==> src/rtl/nic8_input_port.sv <==
// nic8 byte input port: valid/ready source into a small FIFO, read onto dbus by assertBarI.
// Define NIC8_INPUT_UNDERRUN_EN to build the saturating underrun counter.
module nic8_input_port #(
    parameter int          DEPTH       = 4,
    parameter logic [7:0]  EMPTY_VALUE = 8'hFF
) (
    input  logic                       clk,
    input  logic                       resetBar,
    input  logic [7:0]                 src_data,
    input  logic                       src_valid,
    output logic                       src_ready,
    input  logic                       assertBarI,
    output logic [7:0]                 dbus_out,
    output logic                       dbus_oe,
    output logic                       empty,
    output logic                       full,
    output logic [$clog2(DEPTH+1)-1:0] count,
    output logic [7:0]                 underruns
);

    localparam int AW = $clog2(DEPTH);
    localparam int CW = $clog2(DEPTH+1);

    logic [7:0]    mem [DEPTH];
    logic [AW-1:0] wr_ptr;
    logic [AW-1:0] rd_ptr;
    logic          push;
    logic          pop;

    assign empty     = (count == '0);
    assign full      = (count == CW'(DEPTH));
    assign src_ready = ~full;
    assign push      = src_valid & src_ready;
    assign pop       = ~assertBarI & ~empty;
    assign dbus_oe   = ~assertBarI;
    assign dbus_out  = empty ? EMPTY_VALUE : mem[rd_ptr];

    // Storage is not reset; count alone decides what is visible.
    always_ff @(posedge clk) begin
        if (push) begin
            mem[wr_ptr] <= src_data;
        end
    end

    always_ff @(posedge clk or negedge resetBar) begin
        if (!resetBar) begin
            wr_ptr <= '0;
            rd_ptr <= '0;
            count  <= '0;
        end else begin
            if (push) begin
                wr_ptr <= wr_ptr + AW'(1);
            end
            if (pop) begin
                rd_ptr <= rd_ptr + AW'(1);
            end
            count <= count + CW'(push) - CW'(pop);
        end
    end

`ifdef NIC8_INPUT_UNDERRUN_EN
    logic [7:0] ur_q;

    always_ff @(posedge clk or negedge resetBar) begin
        if (!resetBar) begin
            ur_q <= '0;
        end else if (~assertBarI && empty && (ur_q != 8'hFF)) begin
            ur_q <= ur_q + 8'd1;
        end
    end

    assign underruns = ur_q;
`else
    assign underruns = 8'h00;
`endif

endmodule

==> config.mk <==
export PLATFORM = sky130hd
export DESIGN_NAME = nic8_input_port
export DESIGN_NICKNAME = d
export VERILOG_FILES = /design/src/rtl/nic8_input_port.sv
export SDC_FILE = /design/constraint.sdc
export NUM_CORES = 1
export LEC_CHECK = 0
export CORE_UTILIZATION = 50
export CTS_CLUSTER_DIAMETER = 60
export DETAILED_ROUTE_END_ITERATION = 12
export PLACE_DENSITY = 0.75
export SLEW_MARGIN = 20
export SYNTH_ARGS = -nofsm -noshare
export SYNTH_HDL_FRONTEND = slang
export SYNTH_SLANG_ARGS = --single-unit
==> constraint.sdc <==
create_clock -name clk -period 2.6 [get_ports clk]
set_input_delay 0.52 -clock clk [delete_from_list [all_inputs] [get_ports clk]]
set_output_delay 0.52 -clock clk [all_outputs]
set_load 0.03 [all_outputs]
==> impl_metrics.tcl, run 1 <==
set metrics [dict create \
    status "complete, no violations" \
    hpwl_um 1900 \
    path_buf_inv 2 \
    final.setup_skew_ps 8.92 \
    synth-edff-count 32 \
    finalWorstSetupSlack_ps 137 \
    synth_area_leaders "edfxtp_1 57%, mux4_2 11%, dfrtp_1 10%, ha_1 4.4%, buf_4 3.5%" \
    reg2reg_from "count[2]$_DFF_PN0_" \
    synth_compound_area_share_pct 0 \
    power_frac_comb_pct 47.6 \
    coreArea_um2 3130 \
    grt_overflow 0 \
    critPathRequiredTime_ps 2080 \
    synthTopCellsByCount "32 x edfxtp_1, 8 x buf_4, 8 x inv_1, 8 x mux4_2, 8 x or2_1" \
    synth-main-ff-cell "edfxtp_1" \
    yosys.area_share.xor_xnor_pct 2.58 \
    cap_violations 0 \
    yosysSeqAreaShare_pct 67.1 \
    drive_gt1_share_pct 17.4 \
    cts_htree_levels 2 \
    crit_path_end_kind "output port" \
    crit_family "buffers and inverters" \
    finalSetupTns_ps 0 \
    slew_violations 0 \
    drt_first_pass_iters 5 \
    cp-start-kind "flop" \
    worstSetupPathType "flop to output port" \
    intPower_w 0.00145 \
    p_leak_nw 0.778 \
    cts_tree "built" \
    hold_violations 0 \
    syn2layout_area_growth_pct 19.4 \
    synth_top_family_by_area "multiplexers" \
    cts_made_buffers 5 \
    utilization_pct 64.7 \
    initial_utilization_pct 54.2 \
    yosysUniqueCellTypes 21 \
    yosysTopAreaCellShare_pct 56.7 \
    p_sw_w 0.000912 \
    p_per_area_nw_per_um2 1170 \
    dpl_cell_area_um2 1980 \
    cts_buffer_depth 2 \
    crit_arrival_ps 1940 \
    path_cells "buf_4, mux4_2, or2_1, dlygate4sd2_1" \
    synth_simple_gate_area_share_pct 6.65 \
    drt_iter0_markers 27 \
    holdBufCountCts 0 \
    wl_um 2670 \
    path_max_fanout 6 \
    drc 0 \
    fmax_mhz 406 \
    p_seq_share_pct 40.2 \
    critPathMaxStageDelay_ps 490 \
    final_area_um2 2020 \
    synth_fa_ha_area_share_pct 5.61 \
    netSwitchingFraction_pct 38.7 \
    port-buffer-count 26 \
    syn_area_per_cell_um2 17.3 \
    dieWidth_um 60.2 \
    finalCriticalPeriod_ps 2460 \
    ctsResizeCount 6 \
    diodes 0 \
    grt_pass1_wl_um 4460 \
    rows 20 \
    drt.antenna.violating_nets 0 \
    synth_seq_cells 39 \
    first_global_vias 922 \
    die_y_um 60.2 \
    vias_per_cell 4.93 \
    wl_per_cell_um 15.2 \
    synth_mux_area_share_pct 11.3 \
    post-route-period-util_pct 94.7 \
    clock_latency_ps 330 \
    grt_use_total_pct 18.5 \
    setup_viol_count_final 0 \
    ir_drop_v 0.000637 \
    clock_sink_count 39 \
    yosysTopAreaCell "edfxtp_1" \
    clkTransAtPathRegs_ps 110 \
    post-place-ws_ps 95.8 \
    cts_setup_buffers 0 \
    grt_max_degree 12 \
    crit_start "rd_ptr[0]$_DFFE_PN0P_" \
    ys_warn_count 0 \
    syn_inst 98 \
    die_area_um2 3630 \
    clockRootBuffer "clkbuf_4" \
    syn_area_um2 1690 \
    async_flop_share_pct 17.9 \
    crit_path_top_delay_cell "mux4_2" \
    finalPower_w 0.00236 \
    p_clk_share_pct 12.3 \
    io_pins 35 \
    nets 150 \
    synth_most_common_cell "edfxtp_1" \
    antenna_found_initial 0 \
    min_path_type "primary input to async pin" \
    place_congestion 0.655 \
    rsz0062_at_grt "false" \
    vias 868 \
]
## per-layer routing
layer  track usage [%]  up-vias  part of all wire, %
met5                 0        -                    0
met4              7.64        0                  1.6
met3              7.36        7                  4.9
met2              29.4       31                   52
met1              22.3      430                   42
li1                  -      400                    -
## power groups by stage
stage          clock network (W)  registers (W)  logic, W
3_5_place_dp                   0       0.000965   0.00120
6_report                0.000289       0.000948   0.00112
3_3_place_gp                   0       0.000957   0.00116
2_1_floorplan                  0       0.000965  0.000772
5_1_grt                 0.000327       0.000972   0.00122
4_1_cts                 0.000299       0.000950   0.00115
## state kept, by name, indices dropped and copies added (netlist names)
register / cells
count: 3
mem: 32
rd_ptr: 2
wr_ptr: 2
## cells in the final DEF, fill, tap and decap left out
| cell | n |
|---|---|
| and2_1 | 4 |
| buf_4 | 6 |
| clkbuf_1 | 2 |
| clkbuf_4 | 5 |
| clkdlybuf4s50_1 | 18 |
| clkinv_2 | 1 |
| conb_1 | 8 |
| dfrtp_1 | 6 |
| dfrtp_2 | 1 |
| dlygate4sd2_1 | 6 |
| edfxtp_1 | 32 |
| fa_1 | 1 |
| ha_1 | 6 |
| inv_1 | 8 |
| mux2_2 | 1 |
| mux4_2 | 8 |
| nand2_1 | 1 |
| nor2_1 | 2 |
| nor2b_4 | 1 |
| nor3_1 | 1 |
| nor3b_1 | 1 |
| or2_1 | 8 |
| xnor2_1 | 2 |
| xor2_1 | 3 |
## metrics by stage
stage	hold slack, ps	std cells
finish	438	176
floorplan	224	105
CTS	444	176
global placement	525	168
detailed placement	563	168
global route	440	176
## kinds of logic (layout without fill, tap and decap cells)
kind of cell,Yosys count,in the layout
xor gates and xnor gates,5,5
adders and majority gates,7,7
buffers and inverters,19,46
DFF,39,39
muxes,9,9
other,1,8
and+or+nand+nor,18,18
## layout make-up
class | instances | area (µm²)
Tap cell | 44 | 55.1
Fill cell | 246 | 1100
Clock inverter | 1 | 5.00
Timing Repair Buffer | 30 | 278
Multi-Input combinational cell | 47 | 473
Sequential cell | 39 | 1140
Inverter | 8 | 30.0
Clock buffer | 7 | 45.0
## final timing paths
kind | to | slack [ps] | depth (start not counted)
hold reg to reg | count[2]$_DFF_PN0_ | 580 | 1
setup / recovery | dbus_out[1] | 140 | 4
min in group clk | count[2]$_DFF_PN0_ | 580 | 1
max in group asynchronous | count[1]$_DFF_PN0_ | 1900 | 1
hold / removal | count[1]$_DFF_PN0_ | 440 | 1
setup reg to reg | count[2]$_DFF_PN0_ | 390 | 9
No activity file was read; power rests on OpenSTA's default activity.
==> inputs of run 2 (changes only) <==
Settings changed: ABC_AREA set to 1, CORE_UTILIZATION 50 to 51, PLACE_DENSITY 0.75 to 0.89, TNS_END_PERCENT set to 20.
==> impl_metrics.tcl, run 2 <==
set metrics [dict create \
    syn_area_um2 1810 \
    crit_path_end_kind "output port" \
    rsz0062_at_grt "false" \
    synth-edff-count 32 \
    crit_arrival_ps 1930 \
    path_cells "buf_4, inv_6, nand2_1, nand3_1, nand2_1, nand2_1, clkdlybuf4s50_1" \
    port-buffer-count 26 \
    synth_area_leaders "edfxtp_1 53%, nand2_1 13%, dfrtp_1 9.7%, nand3_1 5.5%, buf_4 4.2%" \
    io_pins 35 \
    hold_violations 0 \
    hpwl_um 2020 \
    final.setup_skew_ps 4.17 \
    slew_violations 0 \
    cts_made_buffers 5 \
    post-route-period-util_pct 94.1 \
    synth_seq_cells 39 \
    clkTransAtPathRegs_ps 100 \
    yosys.area_share.xor_xnor_pct 0 \
    grt_use_total_pct 17.6 \
    antenna_found_initial 0 \
    cts_setup_buffers 0 \
    coreArea_um2 3360 \
    status "complete, no violations" \
    crit_path_top_delay_cell "clkdlybuf4s50_1" \
    ys_warn_count 0 \
    drt.antenna.violating_nets 0 \
    min_path_type "primary input to async pin" \
    dpl_cell_area_um2 2080 \
    final_area_um2 2150 \
    cts_tree "built" \
    drt_first_pass_iters 7 \
    critPathMaxStageDelay_ps 670 \
    die_area_um2 3780 \
    p_per_area_nw_per_um2 1170 \
    async_flop_share_pct 17.9 \
    clock_sink_count 39 \
    critPathRequiredTime_ps 2080 \
    vias_per_cell 4.63 \
    syn_inst 169 \
    initial_utilization_pct 53.7 \
    drc 0 \
    synth_mux_area_share_pct 0 \
    dieWidth_um 61.5 \
    rows 21 \
    clock_latency_ps 330 \
    first_global_vias 1103 \
    crit_top_cell "nand2_1" \
    cp-start-kind "flop" \
    cap_violations 0 \
    synth_top_family_by_area "simple AND/OR/NAND/NOR gates" \
    layout_commonest_cell "nand2_1" \
    synth_most_common_cell "nand2_1" \
    ir_drop_v 0.000664 \
    syn_area_per_cell_um2 10.7 \
    yosysSeqAreaShare_pct 62.9 \
    syn2layout_area_growth_pct 19.2 \
    crit_family "buffers and inverters" \
    wl_per_cell_um 11.5 \
    nets 221 \
    cts_buffer_depth 2 \
    setup_viol_count_final 0 \
    fmax_mhz 409 \
    yosysTopAreaCell "edfxtp_1" \
    diodes 0 \
    finalCriticalPeriod_ps 2450 \
    largest_reg_flops 32 \
    cts_htree_levels 2 \
    grt_pass1_wl_um 4620 \
    grt_max_degree 19 \
    drive_gt1_share_pct 9.36 \
    synthTopCellsByCount "62 x nand2_1, 32 x edfxtp_1, 20 x nand3_1, 14 x inv_1, 10 x buf_4" \
    worstSetupPathType "flop to output port" \
    path_buf_inv 3 \
    place_congestion 0.807 \
    path_max_fanout 18 \
    top_register "mem" \
    vias 1154 \
    p_leak_nw 0.985 \
    yosysTopAreaCellShare_pct 53.2 \
    wl_um 2870 \
    synth_compound_area_share_pct 0 \
    finalSetupTns_ps 0 \
    synth-main-ff-cell "edfxtp_1" \
    grt_overflow 0 \
    synth_fa_ha_area_share_pct 5.27 \
    reg_top3 "mem: 32 flops, count: 3 flops" \
    yosysUniqueCellTypes 17 \
    synth_simple_gate_area_share_pct 21.8 \
    ff2ff_setup_slack_ps 480 \
    final_cell_mix "61 x nand2_1, 32 x edfxtp_1, 20 x nand3_1, 19 x clkdlybuf4s50_1, 14 x inv_1" \
    die_y_um 61.5 \
    holdBufCountCts 0 \
    drt_iter0_markers 47 \
    clockRootBuffer "clkbuf_4" \
]
run 2: changes by cell type in the layout (fill, tap and decap cells not counted), moves of 7 or more:
cell	change
mux4_2	-8
nand3_1	+20
or2_1	-8
dlymetal6s2s_1	+7
nand2_1	+60
run 2: layout make-up:
class / instances / area, µm²
tap: 46 / 57.6
fill: 265 / 1210
timing repair buffer: 32 / 323
inverter: 16 / 65.1
multi-input combinational: 108 / 520
clock inverter: 2 / 7.51
sequential: 39 / 1140
clock buffer: 6 / 41.3
run 2: worst reg2reg max path, cell delays in order, from the launching register on:
cell and delay [ps]:
dfrtp_1 420, nor2_1 180, nand2_2 200, nand2_1 130
inv_1 50, ha_1 270, inv_1 40, ha_1 180
fa_1 370, nand3b_1 160, nand2_1 70
run 2: final timing paths:
check                                        end  cells past startpoint             startpoint
min in group clk           wr_ptr[1]$_DFFE_PN0P_                      2  wr_ptr[1]$_DFFE_PN0P_
max reg2reg                   count[2]$_DFF_PN0_                     10     count[1]$_DFF_PN0_
min reg2reg                wr_ptr[1]$_DFFE_PN0P_                      2  wr_ptr[1]$_DFFE_PN0P_
max                                  dbus_out[6]                      7  rd_ptr[0]$_DFFE_PN0P_
min                           count[0]$_DFF_PN0_                      1               resetBar
max in group asynchronous  rd_ptr[1]$_DFFE_PN0P_                      1               resetBar
run 2: per-layer routing:
metal	vias up	share of wire, %	global-route usage, %
met5	-	0	0
met4	0	1.9	13.7
met3	6	4.4	3.36
met2	43	53	29.2
met1	513	40	20.1
li1	592	-	-
run 2: what timing repair did:
item,4_1_cts,5_1_grt
resized for setup,1,8
gates cloned,0,0
endpoints found under the setup margin,2,8
run 2: metrics by stage:
step                std cells  power [W]  worst slack (ps)  util, %  hold slack (ps)
floorplan                 176    0.00186               396        -              224
global placement          241    0.00225               293     61.9              522
detailed placement        241    0.00228               236     61.9              527
CTS                       249    0.00255              51.2     63.4              426
global route              249    0.00271            0.0913     64.0              435
finish                    249    0.00251               153     64.0              430
run 2: kinds of logic (layout without fill, tap and decap cells):
logic type / after synthesis / count (layout)
fa+ha+maj: 7 / 7
buf+inv: 29 / 56
flops: 39 / 39
other cells: 1 / 8
simple gates: 93 / 93
run 2: report_power, final:
| part | leakage, nW | switching, W | internal (W) |
|---|---|---|---|
| sequential | 0.376 | 0.0000904 | 0.000842 |
| clock | 0.0273 | 0.000172 | 0.000100 |
| combinational | 0.582 | 0.000822 | 0.000487 |
